File: config.mk
export PLATFORM = sky130hd
export DESIGN_NAME = priority_arbiter_rr_flat
export DESIGN_NICKNAME = d
export VERILOG_FILES = /design/src/rtl/priority_arbiter_rr_if.sv /design/src/rtl/priority_arbiter_rr.sv /design/src/flat_wrapper.sv
export SDC_FILE = /design/constraint.sdc
export NUM_CORES = 1
export LEC_CHECK = 0
export ABC_CLOCK_PERIOD_IN_PS = 11800
export CAP_MARGIN = 30
export CORE_MARGIN = 4
export CORE_UTILIZATION = 53
export DETAILED_ROUTE_END_ITERATION = 6
export GPL_TIMING_DRIVEN = 1
export PLACE_DENSITY = 0.87
export SETUP_SLACK_MARGIN = 0.05
export SYNTH_ARGS = -nofsm -noshare
export SYNTH_HDL_FRONTEND = slang
export SYNTH_SLANG_ARGS = --single-unit
File: constraint.sdc
create_clock -name clk -period 11.8 [get_ports clk]
set_input_delay 1.18 -clock clk [delete_from_list [all_inputs] [get_ports clk]]
set_output_delay 1.18 -clock clk [all_outputs]
set_load 0.03 [all_outputs]
File: src/rtl/priority_arbiter_rr_if.sv
// -----------------------------------------------------------------------------
// priority_arbiter_rr_if
//
// Bundle of the request side and the grant handshake of priority_arbiter_rr.
//
//   mode       : 0 = fixed priority (highest index wins), 1 = round-robin
//   req        : request vector, bit i = requester i
//   out_ready  : consumer accepts the presented grant
//   out_valid  : a grant is presented
//   out_idx    : binary index of the granted requester
//   out_onehot : one-hot of the granted requester, zero when out_valid = 0
//
// Modports:
//   slave  : the arbiter (takes requests, presents the grant)
//   master : the environment (drives requests and ready, observes the grant)
// -----------------------------------------------------------------------------
interface priority_arbiter_rr_if #(
  parameter int N = 8
);
  localparam int W = (N > 1) ? $clog2(N) : 1;

  logic         mode;
  logic [N-1:0] req;
  logic         out_ready;
  logic         out_valid;
  logic [W-1:0] out_idx;
  logic [N-1:0] out_onehot;

  modport slave (
    input  mode,
    input  req,
    input  out_ready,
    output out_valid,
    output out_idx,
    output out_onehot
  );

  modport master (
    output mode,
    output req,
    output out_ready,
    input  out_valid,
    input  out_idx,
    input  out_onehot
  );
endinterface

File: src/rtl/priority_arbiter_rr.sv
// -----------------------------------------------------------------------------
// priority_arbiter_rr
//
// Registered N-input priority arbiter with fixed-priority and round-robin
// modes and a valid/ready grant output. One winner is chosen per arbitration
// and held stable until the consumer accepts it.
//
// Ports:
//   clk  : rising-edge clock
//   rst  : synchronous reset, active-high
//   bus  : priority_arbiter_rr_if.slave (mode, req, out_ready in;
//          out_valid, out_idx, out_onehot out, all registered)
//
// Priority: the search starts at a pointer and runs downward, wrapping from
// 0 to N-1. Fixed mode always starts at N-1; round-robin starts at ptr, which
// moves to k-1 (or N-1 for k = 0) whenever a grant to k is accepted.
// -----------------------------------------------------------------------------
module priority_arbiter_rr #(
  parameter int N = 8
) (
  input  logic                 clk,
  input  logic                 rst,
  priority_arbiter_rr_if.slave bus
);
  localparam int W = (N > 1) ? $clog2(N) : 1;
  localparam logic [W-1:0] TOP_IDX = W'(N - 1);

  typedef enum logic {
    IDLE  = 1'b0,
    GRANT = 1'b1
  } state_t;

  // Registered state
  state_t       state_q;
  logic [W-1:0] ptr_q;
  logic [W-1:0] idx_q;
  logic [N-1:0] onehot_q;

  // Next-state values
  state_t       state_d;
  logic [W-1:0] ptr_d;
  logic [W-1:0] idx_d;
  logic [N-1:0] onehot_d;

  // Arbitration helpers
  logic         accept;
  logic         arb_event;
  logic [W-1:0] start;
  logic         found;
  logic [W-1:0] winner;

  // ---------------------------------------------------------------------------
  // Downward circular search from 'start'. The first set request bit met
  // wins; 'found' is low when no request is pending.
  // ---------------------------------------------------------------------------
  always_comb begin
    // NOTE: every variable written here gets a default first, so no path
    // leaves it unassigned and no latch is inferred.
    found  = 1'b0;
    winner = '0;
    for (int off = 0; off < N; off++) begin
      int           pos;
      logic [W-1:0] cand;
      pos = int'(start) - off;
      if (pos < 0) pos = pos + N;
      cand = W'(pos);
      if (!found && bus.req[cand]) begin
        found  = 1'b1;
        winner = cand;
      end
    end
  end

  // ---------------------------------------------------------------------------
  // Next-state logic
  // ---------------------------------------------------------------------------
  always_comb begin
    state_d  = state_q;
    ptr_d    = ptr_q;
    idx_d    = idx_q;
    onehot_d = onehot_q;

    accept    = (state_q == GRANT) && bus.out_ready;
    arb_event = (state_q == IDLE) || accept;

    // The pointer steps past the served requester before the search, so the
    // arbitration at an accept already sees the new priority order.
    if (accept && bus.mode) begin
      ptr_d = (idx_q == '0) ? TOP_IDX : idx_q - 1'b1;
    end

    start = bus.mode ? ptr_d : TOP_IDX;

    if (arb_event) begin
      if (found) begin
        state_d          = GRANT;
        idx_d            = winner;
        onehot_d         = '0;
        onehot_d[winner] = 1'b1;
      end else begin
        // Nothing to grant: drop valid, clear the one-hot, keep the index.
        state_d  = IDLE;
        onehot_d = '0;
      end
    end
  end

  // ---------------------------------------------------------------------------
  // State registers
  // ---------------------------------------------------------------------------
  always_ff @(posedge clk) begin
    // NOTE: sequential state is written with non-blocking assignments so all
    // registers update together from values sampled before the edge.
    if (rst) begin
      state_q  <= IDLE;
      ptr_q    <= TOP_IDX;
      idx_q    <= '0;
      onehot_q <= '0;
    end else begin
      state_q  <= state_d;
      ptr_q    <= ptr_d;
      idx_q    <= idx_d;
      onehot_q <= onehot_d;
    end
  end

  assign bus.out_valid  = (state_q == GRANT);
  assign bus.out_idx    = idx_q;
  assign bus.out_onehot = onehot_q;

  // ---------------------------------------------------------------------------
  // Invariants of the grant outputs
  // ---------------------------------------------------------------------------
  always_ff @(posedge clk) begin
    if (!rst) begin
      assert ($onehot0(onehot_q))
        else $error("out_onehot has more than one bit set");
      assert ((state_q != GRANT) || (onehot_q == (N'(1) << idx_q)))
        else $error("out_onehot does not match out_idx while valid");
      assert ((state_q == GRANT) || (onehot_q == '0))
        else $error("out_onehot nonzero while not valid");
    end
  end

endmodule

File: src/flat_wrapper.sv
// flat-port wrapper written by rule: the top's interface ports become plain ports
module priority_arbiter_rr_flat 
#(
  parameter int N = 8
)
  (clk, rst, bus_mode, bus_req, bus_out_ready, bus_out_valid, bus_out_idx, bus_out_onehot);
  priority_arbiter_rr_if #(.N(N)) bus_i ();
  input  logic clk;
  input  logic rst;
  input wire logic [$bits(bus_i.mode)-1:0] bus_mode;
  input wire logic [$bits(bus_i.req)-1:0] bus_req;
  input wire logic [$bits(bus_i.out_ready)-1:0] bus_out_ready;
  output wire logic [$bits(bus_i.out_valid)-1:0] bus_out_valid;
  output wire logic [$bits(bus_i.out_idx)-1:0] bus_out_idx;
  output wire logic [$bits(bus_i.out_onehot)-1:0] bus_out_onehot;
  assign bus_i.mode = bus_mode;
  assign bus_i.req = bus_req;
  assign bus_i.out_ready = bus_out_ready;
  assign bus_out_valid = bus_i.out_valid;
  assign bus_out_idx = bus_i.out_idx;
  assign bus_out_onehot = bus_i.out_onehot;
  priority_arbiter_rr #(.N(N)) u_core (.clk(clk), .rst(rst), .bus(bus_i));
endmodule
-- Word level (Yosys, flattened, before mapping)
Cells that the tools add are included.
- $add $sub $neg: 16
- $lt $le $gt $ge: 18
- muxes and demuxes: 47
- bitwise operators: 1
- reduce and logical (&&, ||, !) cells: 20
- operators with widths (kind ; count):
    2-to-1 mux 3 bit ; 19
    less-than comparator 3 x 4 -> 1 bit (second input constant) ; 9
    less-than comparator 4 x 1 -> 1 bit (second input constant) ; 7
    adder 3 x 1 -> 3 bit (second input constant) ; 8
    binary-select mux 1 bit (select 3 bit) ; 8
    2-to-1 mux 1 bit ; 18
    subtractor 3 x 3 -> 4 bit (second input constant) ; 4
    logical AND 1 bit ; 10
    2-to-1 mux 8 bit ; 1
    subtractor 3 x 2 -> 4 bit (second input constant) ; 2
    logical NOT 1 bit ; 7
    subtractor 3 x 1 -> 4 bit (second input constant) ; 1
    demux 1 bit (select 3 bit) ; 1
    >= comparator 3 x 1 -> 1 bit (second input constant) ; 1
    logical NOT 3 bit ; 1
    less-than comparator 3 x 1 -> 1 bit (second input constant) ; 1
    subtractor 3 x 1 -> 3 bit (second input constant) ; 1
    AND reduction 2 bit ; 1
    logical OR 1 bit ; 1
    NOT 1 bit ; 1
- bits in registers: 15
- input bits: 12
- output and inout port bits: 12
- logic and storage cells: 106

-- Depth between registers and ports, before layout
Gate-level depths: netlist of run 1.
- depth after elaboration: 35
- depth in mapped cells: 19

-- Least setup slack after synthesis of run 1
OpenSTA, ideal clock, no wires.
- path kind: in2reg
- start point: input port bus_out_ready
- end point: register u_core.onehot_q[1], in the netlist u_core.bus.out_onehot[1]
- arrival time: 4647 ps
- data required time: 11683 ps
- slack: 7036 ps
- cell stages on the path: 16
- buffers on the path: 4
- cell sequence: buf_2 nand4b_4 a21oi_4 clkbuf_1 ha_1 inv_1 o211ai_1 and2_1 clkbuf_1 mux2_2 or4b_1 buf_4 o211ai_2 nor3b_2 and2b_1 a32o_1
- word-level cells in the longest chain between the ends: 35
- elaborated cells on any way between the ends: 88
- those cells by class: 15 x add/sub; 10 x order compare; 45 x mux; 18 x reduce/logical
- ends and longest elaborated chain (element ; line ; RTL):
    from (decl) ; flat_wrapper.sv:12 ; input wire logic [$bits(bus_i.out_ready)-1:0] bus_out_ready;
    logical AND 1 bit * ; priority_arbiter_rr.sv:83 ; accept = (state_q == GRANT) && bus.out_ready;
    branches (longest 34 deep; another with subtractor 3 x 1 -> 4 bit) ; - ;
    to (signal assigned) ; priority_arbiter_rr.sv:123 ; onehot_q <= onehot_d;
    to (decl) ; priority_arbiter_rr.sv:37 ; logic [N-1:0] onehot_q;
Every way passes the cells marked *. The select of a mux whose other input is x is not followed.
A chain may end at the register's enable or synchronous reset.

-- Worst setup path in the final report of run 1
- start point: input port bus_out_ready
- end point: register u_core.onehot_q[2], in the netlist u_core.bus.out_onehot[2]
Same word-level chain as after synthesis.

==> impl_metrics.csv, run 1 <==
group,metric,value,unit
cts,cts_max_level,1,
synth,synthMuxAreaShare,0.169,
synth,synth_compound_area_frac,0.337,
floorplan,pin_count,24,
grt,grt_pass1_wl,8490,um
setup_path,rrSetupSlack,6.89,ns
grt,grt_util_all_layers,0.235,
synth,ys_seq_area_frac,0.156,
grt,grt_max_degree,18,
setup_path,r2r_cells,14,
cts,postCtsSetupBuffers,0,
synth,synth-simple-area-share,0.242,
floorplan,initial_core_util,0.564,
synth,avgSynthCellArea,8.10,um^2
sta,fin_ws,6.10,ns
routing,drt-pass1-iter-count,5,
sta,rsz0062_at_grt,"false",
routing,drt_wl_total,5130,um
cells_and_area,final_cells,301,
synth,synthDistinctLibCells,65,
job,maxCapViolCount,0,
synth,synth-seq-cells,15,
synth,yosys_most_used_dff,"dfxtp_1",
cells_and_area,drive_gt1_frac,0.0980,
synth,syn_inst,238,
synth,synth_fa_ha_area_frac,0.0260,
floorplan,die_area,4660,um^2
sta,holdWs,0.460,ns
cts,ctsResizeCount,0,
sta,fin_crit_sh,0.483,
floorplan,core,3420,um^2
power_and_ir_drop,p_int,0.127,mW
cts,clock_latency,0.29,ns
placed_design,placed_area,2160,um^2
synth,synth_top_family_by_area,"compound AO/OA/AOI/OAI gates",
power_and_ir_drop,pwr-share-seq,0.260,
power_and_ir_drop,power,0.234,mW
setup_path,arrival,5.88,ns
synth,async_flop_share,0,
routing,highest_layer,"met4",
power_and_ir_drop,netSwitchingPower,0.107,mW
floorplan,die_x,68.3,um
power_and_ir_drop,power.density,107,nW/um^2
power_and_ir_drop,p_clk_frac,0.130,
cells_and_area,antennaDiodeCount,0,
cells_and_area,syn_to_final_growth,13.7,%
cts,numCtsBuffers,3,
power_and_ir_drop,swShare,0.457,
routing,wl_met1,2360,um
routing,wl_per_cell,17.1,um
power_and_ir_drop,leakage,0.851,nW
cts,clk_path_buf_depth,2,
grt,grt_overflow_total,0,
setup_path,required,11.98,ns
setup_path,worstPathMaxFanout,12,
synth,yosys.area.top_type_share,0.156,
cts,clk_pin_slew,0.10,ns
sta,hold_viol,0,
synth,syn-num-nets,254,
grt,antenna_found_initial,0,
routing,num_vias,1990,
routing,drtIter0Drc,143,
sta,worst_pin_slew,0.753,ns
cells_and_area,fin_nets,272,
synth,synth_area_leader_cell,"dfxtp_1",
synth,ys_warn_count,0,
routing,met3_length,333,um
setup_path,reg2reg_to,"u_core.bus.out_onehot[2]$_SDFFE_PP0N_",
sta,final-setup-viol-count,0,
placed_design,dp_slack,5.95,ns
sta,slew_headroom,0.496,
cts,cts_hold_buf,0,
floorplan,die_h,68.3,um
worst_hold_path,min_path_type,"reg -> reg",
cts,cts_root_buf,"clkbuf_4",
routing,route.detailed.vias_per_inst,6.61,
synth,synthTopCellsByArea,"dfxtp_1 (16%), mux2i_1 (14%), nand2_1 (4.5%), o211ai_1 (3.5%), mux2_2 (2.9%)",
sta,setup_tns,0,ns
cells_and_area,design_area,2190,um^2
sta,period_needed,5.70,ns
power_and_ir_drop,comb_power_share,0.611,
setup_path,path_class,"in -> reg",
sta,skew,0.0111,ns
sta,fmax,176,MHz
outcome,status,"finished, final reports clean",
grt,grt_pass1_vias,1839,
floorplan,rows,21,
placed_design,place_inst,297,
setup_path,timing.rr.start,"u_core.bus.out_idx[0]$_SDFFE_PP0P_",
placed_design,hpwl,3940,um
cts,cts_tree,"yes",
sta,maxSlewViolCount,0,
cells_and_area,final_core_util,0.641,
synth,synth_edf_count,0,
placed_design,gp_congestion,0.952,
synth,synth-xor-area-share,0.0182,
setup_path,endpoint_kind,"flop",
setup_path,cp-start-kind,"primary input",
routing,remaining_drc_errors,0,
setup_path,cp-startpoint,"bus_out_ready",
setup_path,setup.worst_path.end,"u_core.bus.out_onehot[2]$_SDFFE_PP0N_",
power_and_ir_drop,peakVddDrop,0.0859,mV
cts,cts_sinks,15,
routing,final_antenna_net_count,0,
placed_design,io_buffers,23,
synth,synth_area,1930,um^2
routing,dr_wl_met2,2330,um
worst min path at each step:
stage	startpoint	to	slack, ns	cells after the start
floorplan	u_core.ptr_q[0]$_SDFF_PP1_	u_core.ptr_q[0]$_SDFF_PP1_	0.49	2
global placement	u_core.bus.out_onehot[4]$_SDFFE_PP0N_	u_core.bus.out_onehot[4]$_SDFFE_PP0N_	0.45	2
detailed placement	u_core.bus.out_onehot[4]$_SDFFE_PP0N_	u_core.bus.out_onehot[4]$_SDFFE_PP0N_	0.45	2
CTS	u_core.bus.out_onehot[4]$_SDFFE_PP0N_	u_core.bus.out_onehot[4]$_SDFFE_PP0N_	0.46	2
global route	u_core.bus.out_onehot[5]$_SDFFE_PP0N_	u_core.bus.out_onehot[5]$_SDFFE_PP0N_	0.49	2
finish	u_core.bus.out_onehot[4]$_SDFFE_PP0N_	u_core.bus.out_onehot[4]$_SDFFE_PP0N_	0.46	2
per-layer routing:
layer	track usage	vias to the layer above
met5	0	-
met4	0.0868	0
met3	0.0312	15
met2	0.371	94
met1	0.324	924
li1	-	957
synth_stat cells, drive strengths merged (2+ instances only):
| library cell | count |
|---|---|
| o31ai | 5 |
| o22ai | 2 |
| a21o | 2 |
| a32o | 4 |
| a22oi | 3 |
| nor3 | 4 |
| and3 | 3 |
| xnor2 | 2 |
| o211ai | 10 |
| nor2 | 13 |
| ha | 4 |
| nor2b | 4 |
| or3 | 3 |
| inv | 10 |
| nand2b | 7 |
| clkbuf | 4 |
| a2111oi | 2 |
| or2 | 2 |
| o21ai | 10 |
| a21oi | 9 |
| nand4 | 3 |
| buf | 7 |
| a31oi | 2 |
| dfxtp | 15 |
| a221oi | 6 |
| nand2 | 23 |
| and2 | 8 |
| mux2 | 5 |
| xor2 | 2 |
| nor3b | 5 |
| a211oi | 7 |
| mux2i | 27 |
| a2bb2oi | 4 |
| o31a | 2 |
| a21boi | 2 |
layout make-up:
cell class              count  area [um^2]
flip-flops and latches     15          300
clock inverters             1         5.00
fillers                   310         1220
well taps                  46         57.6
inverters                  10         40.0
multi-input cells         202         1530
clock buffers               3         22.5
repair buffers             24          238
cell usage in the layout (no fill, tap or decap), drive strengths merged, types with 8 or more instances in the layout:
cell           count
inv               10
mux2i             27
dfxtp             15
nand2             23
and2               8
nor2              13
a21oi              9
o21ai             10
clkdlybuf4s50     23
o211ai            10
power by group through the flow:
stage	clock network (mW)	registers (mW)	logic (mW)
floorplan	0	0.0704	0.0955
global placement	0	0.0616	0.139
detailed placement	0	0.0617	0.139
CTS	0.0307	0.0607	0.140
global route	0.0333	0.0615	0.154
finish	0.0303	0.0607	0.143
state kept, by name (all words and copies together), names as in the netlist:
signal and count:
u_core.bus.out_valid 1, u_core.ptr_q 3, u_core.bus.out_idx 3, u_core.bus.out_onehot 8
kinds of logic after synthesis:
group | count (synthesis)
flops | 15
fa+ha+maj | 4
simple gates | 81
compound gates | 81
mux | 32
xor+xnor | 4
buf+inv | 21
critical path, stage by stage:
cell and delay (ns):
clkdlybuf4s50_1 0.69, and2_1 0.24, o31a_1 0.54, inv_2 0.23, ha_1 0.49, a221oi_1 0.37
mux2i_1 0.23, a211o_1 0.36, or4b_1 0.68, o211ai_2 0.28, a211oi_1 0.10, nor2b_1 0.17
a32o_1 0.28
Note: power is estimated with default switching activity, not from simulation.
==> inputs of run 2 (changes only) <==
- ABC_CLOCK_PERIOD_IN_PS: 11800 -> 5400
- clock period: 11.8 -> 5.4 ns (I/O delays scaled with it)
==> impl_metrics.csv, run 2 (same netlist as run 1, synthesis figures left out) <==
group,metric,value,unit
grt,grt_pass1_vias,1850,
cells_and_area,largest_reg_flops,8,
cts,cts_max_level,1,
sta,hold_viol,0,
placed_design,io_buffers,23,
sta,period_needed,4.62,ns
grt,grt_util_all_layers,0.239,
floorplan,initial_core_util,0.564,
floorplan,rows,21,
floorplan,pin_count,24,
worst_hold_path,hp-start,"u_core.bus.out_onehot[4]$_SDFFE_PP0N_",
sta,rsz0062_at_grt,"false",
cts,numCtsBuffers,3,
sta,final-setup-viol-count,0,
placed_design,place_inst,301,
sta,setup_tns,0,ns
cells_and_area,multiInputGateArea,1530,um^2
setup_path,path_class,"reg -> reg",
placed_design,gp_congestion,1.01,
cts,cts_hold_buf,0,
grt,grt_pass1_wl,8590,um
cts,cts_sinks,15,
worst_hold_path,min_path_type,"reg -> reg",
routing,drtIter0Drc,212,
power_and_ir_drop,peakVddDrop,0.184,mV
sta,worst_pin_slew,0.778,ns
cts,clock_latency,0.29,ns
cells_and_area,final_core_util,0.650,
cells_and_area,final_cells,305,
cells_and_area,drive_gt1_frac,0.112,
cells_and_area,mostFrequentLayoutCell,"mux2i_1",
cells_and_area,antennaDiodeCount,0,
grt,grt_max_degree,17,
cts,cts_root_buf,"clkbuf_4",
routing,drt_wl_total,5220,um
sta,fmax,217,MHz
cells_and_area,fin_nets,276,
setup_path,cp-startpoint,"u_core.bus.out_idx[0]$_SDFFE_PP0P_",
cts,cts_tree,"yes",
setup_path,cp-start-kind,"flop",
cells_and_area,fillerInstances,312,
floorplan,die_x,68.3,um
setup_path,required,5.60,ns
setup_path,worstPathMaxFanout,16,
floorplan,die_h,68.3,um
cts,postCtsSetupBuffers,0,
cells_and_area,syn_to_final_growth,15.3,%
routing,route.detailed.vias_per_inst,6.57,
floorplan,die_area,4660,um^2
job,maxCapViolCount,0,
sta,slew_headroom,0.479,
cts,clk_path_buf_depth,2,
setup_path,endpoint_kind,"flop",
routing,num_vias,2005,
cts,ctsResizeCount,0,
cells_and_area,seq_area,300,um^2
sta,fin_crit_sh,0.855,
floorplan,core,3420,um^2
setup_path,arrival,4.81,ns
grt,antenna_found_initial,0,
power_and_ir_drop,power.density,231,nW/um^2
routing,drt-pass1-iter-count,5,
routing,remaining_drc_errors,0,
power_and_ir_drop,leakage,0.871,nW
routing,wl_per_cell,17.1,um
power_and_ir_drop,power,0.514,mW
sta,skew,0.00991,ns
cells_and_area,layout_common_cells,"mux2i_1 (27), nand2_1 (23), clkdlybuf4s50_1 (23), dfxtp_1 (15), nor2_1 (13)",
placed_design,hpwl,4020,um
cts,clk_pin_slew,0.10,ns
grt,grt_overflow_total,0,
routing,final_antenna_net_count,0,
sta,maxSlewViolCount,0,
outcome,status,"finished, final reports clean",
setup_path,timing.rr.start,"u_core.bus.out_idx[0]$_SDFFE_PP0P_",
[run 2: cell types whose count changed in the layout (fill, tap and decap cells not counted), sizes merged]
cell / previous run / this run
buf: 1 / 5
[run 2: worst paths after layout]
kind	cells past startpoint	slack [ns]	end
max	17	0.78	u_core.bus.out_onehot[1]$_SDFFE_PP0N_
min	2	0.48	u_core.bus.out_onehot[4]$_SDFFE_PP0N_
max reg2reg	17	0.78	u_core.bus.out_onehot[1]$_SDFFE_PP0N_
min reg2reg	2	0.48	u_core.bus.out_onehot[4]$_SDFFE_PP0N_
[run 2: final cells by class]
type | instances | area share
Multi-Input combinational cell | 202 | 0.688
Timing Repair Buffer | 28 | 0.121
Clock inverter | 1 | 0.00225
Clock buffer | 3 | 0.0101
Sequential cell | 15 | 0.135
Tap cell | 46 | 0.0259
Inverter | 10 | 0.0180
[run 2: worst max-delay path, cell delays in order (launching register included)]
cell and delay [ns]:
dfxtp_1 0.43, inv_1 0.10, ha_1 0.21, ha_1 0.20, nand4b_4 0.23, a21oi_4 0.20
buf_4 0.26, inv_4 0.12, ha_1 0.23, inv_1 0.05, o211ai_1 0.14, a221oi_1 0.34
o21ai_1 0.18, a211o_1 0.33, or4b_1 0.68, a21oi_2 0.33, and2b_1 0.24, a32o_1 0.25
[run 2: routing by layer]
metal	vias to the layer above	wire [um]	GRT usage
li1	966	-	-
met1	923	2270	0.317
met2	106	2420	0.389
met3	10	442	0.0443
met4	0	87	0.0744
met5	-	0	0
[run 2: report_power, final]
part           internal [mW]  total (mW)  switching, mW
Sequential             0.123       0.133        0.00990
Clock                 0.0275      0.0666         0.0391
Combinational          0.129       0.315          0.185
Total                  0.280       0.514          0.234
[run 2: metrics by stage]
| step | setup WS (ns) | hold WS, ns | cell area (um^2) |
|---|---|---|---|
| final | 0.782 | 0.480 | 2220 |
| after CTS | 0.841 | 0.481 | 2220 |
| after global routing | 0.442 | 0.493 | 2220 |
| after floorplan | 0.878 | 0.492 | 1930 |
| after detailed placement | 0.651 | 0.460 | 2190 |
| after global placement | 0.721 | 0.451 | 2190 |
==> inputs of run 3 (changes only) <==
- ABC_CLOCK_PERIOD_IN_PS: 5400 -> 5050
- CELL_PAD_IN_SITES_DETAIL_PLACEMENT: not set -> 1
- CELL_PAD_IN_SITES_GLOBAL_PLACEMENT: not set -> 2
- CORE_UTILIZATION: 53 -> 33
- PLACE_DENSITY: 0.87 -> 0.9
- clock period: 5.4 -> 5.05 ns (I/O delays scaled with it)
==> impl_metrics.csv, run 3 (same netlist as run 1, synthesis figures left out) <==
group,metric,value,unit
cts,cts_tree,"yes",
cells_and_area,design_area,2330,um^2
cells_and_area,largest_reg_flops,8,
placed_design,place_inst,332,
floorplan,die_area,7130,um^2
setup_path,reg2reg_to,"u_core.bus.out_onehot[2]$_SDFFE_PP0N_",
setup_path,rrSetupSlack,0.43,ns
cells_and_area,mostFrequentLayoutCell,"mux2i_1",
cts,cts_root_buf,"clkbuf_8",
outcome,status,"finished, final reports clean",
setup_path,crit_top_cell,"and2_1",
setup_path,path_class,"in -> reg",
setup_path,path_cells,"clkdlybuf4s50_1 > and2_1 > o31a_1 > inv_2 > ha_1 > inv_1 > o211ai_1 > and2_1 > a2111oi_1 > nor2_1 > a221o_1 > a21boi_0 > a2bb2oi_1 > o21ai_1 > a32o_1",
sta,fin_ws,0.376,ns
placed_design,placed_area,2260,um^2
setup_path,required,5.19,ns
placed_design,io_buffers,23,
grt,grt_pass1_vias,2101,
sta,slew_headroom,0.546,
cells_and_area,final_cells,339,
sta,skew,0.00200,ns
sta,period_needed,4.67,ns
sta,rsz0062_at_grt,"false",
grt,grt_pass1_wl,10700,um
floorplan,initial_core_util,0.346,
power_and_ir_drop,leakage,0.916,nW
grt,grt_util_all_layers,0.180,
sta,fmax,214,MHz
sta,final-setup-viol-count,0,
cells_and_area,fillerInstances,699,
setup_path,setup.worst_path.end,"u_core.bus.out_onehot[2]$_SDFFE_PP0N_",
power_and_ir_drop,peakVddDrop,0.187,mV
cts,clk_path_buf_depth,2,
cells_and_area,syn_to_final_growth,21.0,%
placed_design,dp_slack,-0.0160,ns
setup_path,worstPathBufferInverterCount,3,
cells_and_area,antennaDiodeCount,0,
placed_design,gp_congestion,0.855,
setup_path,timing.rr.start,"u_core.bus.out_idx[0]$_SDFFE_PP0P_",
routing,wl_per_cell,18.6,um
grt,antenna_found_initial,0,
routing,final_antenna_net_count,0,
setup_path,cp-startpoint,"bus_out_ready",
sta,hold_viol,0,
floorplan,pin_count,24,
sta,worst_pin_slew,0.664,ns
routing,drt-pass1-iter-count,4,
floorplan,rows,27,
setup_path,crit_slowest_cell,"clkdlybuf4s50_1",
floorplan,die_x,84.4,um
grt,grt_max_degree,18,
cells_and_area,drive_gt1_frac,0.135,
setup_path,r2r_cells,16,
setup_path,crit_cells,15,
routing,num_vias,2027,
job,maxCapViolCount,0,
power_and_ir_drop,power.density,256,nW/um^2
setup_path,arrival,4.81,ns
sta,fin_crit_sh,0.926,
setup_path,worstPathMaxFanout,7,
routing,drt_wl_total,6300,um
worst_hold_path,min_path_type,"reg -> reg",
setup_path,crit_family,"compound AO/OA/AOI/OAI gates",
cells_and_area,fin_nets,284,
grt,grt_overflow_total,0,
cts,numCtsBuffers,3,
routing,route.detailed.vias_per_inst,5.98,
routing,drtIter0Drc,92,
routing,remaining_drc_errors,0,
cts,clk_pin_slew,0.06,ns
cts,cts_max_level,1,
cts,cts_sinks,15,
sta,maxSlewViolCount,0,
placed_design,hpwl,5060,um
cts,cts_hold_buf,0,
setup_path,max_stage_delay,0.60,ns
sta,holdWs,0.473,ns
setup_path,cp-start-kind,"primary input",
cts,clock_latency,0.25,ns
floorplan,die_h,84.4,um
setup_path,endpoint_kind,"flop",
cells_and_area,layout_common_cells,"mux2i_1 (27), nand2_1 (23), clkdlybuf4s50_1 (23), dfxtp_1 (15)",
floorplan,core,5570,um^2
run 3: what timing repair did:
item,CTS,global route
buffers inserted,0,3
setup endpoints to repair,0,11
gates resized for setup,0,1
run 3: worst min-delay path by stage:
stage,startpoint,endpoint,slack [ns],cells past startpoint
5_1_grt,u_core.bus.out_onehot[0]$_SDFFE_PP0N_,u_core.bus.out_onehot[0]$_SDFFE_PP0N_,0.50,1
6_report,u_core.bus.out_onehot[4]$_SDFFE_PP0N_,u_core.bus.out_onehot[4]$_SDFFE_PP0N_,0.47,2
2_1_floorplan,u_core.ptr_q[0]$_SDFF_PP1_,u_core.ptr_q[0]$_SDFF_PP1_,0.49,2
3_5_place_dp,u_core.bus.out_onehot[5]$_SDFFE_PP0N_,u_core.bus.out_onehot[5]$_SDFFE_PP0N_,0.45,2
3_3_place_gp,u_core.bus.out_onehot[5]$_SDFFE_PP0N_,u_core.bus.out_onehot[5]$_SDFFE_PP0N_,0.44,2
4_1_cts,u_core.bus.out_onehot[5]$_SDFFE_PP0N_,u_core.bus.out_onehot[5]$_SDFFE_PP0N_,0.47,2
run 3: report_power, final:
part	leakage [nW]	switching (mW)	total, mW	internal (mW)
clock	0.0228	0.0411	0.0970	0.0558
sequential	0.123	0.0110	0.142	0.131
combinational	0.770	0.211	0.357	0.147
run 3: per-layer routing:
metal,wire length [um],part of all wire,vias up,GRT usage
met1,2980,0.47,1006,0.240
met2,3110,0.49,36,0.308
met5,0,0,-,0
li1,-,-,981,-
met4,29,0.0046,0,0.0317
met3,184,0.029,4,0.0285
run 3: final cells by class:
cell class | instances | area, um^2 | share of cell area
Timing Repair Buffer | 36 | 328 | 0.141
Multi-Input combinational cell | 202 | 1530 | 0.656
Inverter | 10 | 40.0 | 0.0172
Tap cell | 72 | 90.1 | 0.0386
Clock buffer | 4 | 45.0 | 0.0193
Sequential cell | 15 | 300 | 0.129
run 3: tightest hold or removal path, cell delays in order (launching register included):
cell	delay, ns
dfxtp_1	0.31
nand2_1	0.05
o31ai_1	0.06
run 3: per-stage QoR:
step | TNS [ns] | power (mW) | util
2_1_floorplan | 0 | 0.388 | -
3_3_place_gp | 0 | 0.488 | 0.406
3_5_place_dp | -0.0179 | 0.495 | 0.406
4_1_cts | 0 | 0.594 | 0.414
5_1_grt | 0 | 0.637 | 0.418
6_report | 0 | 0.597 | 0.418
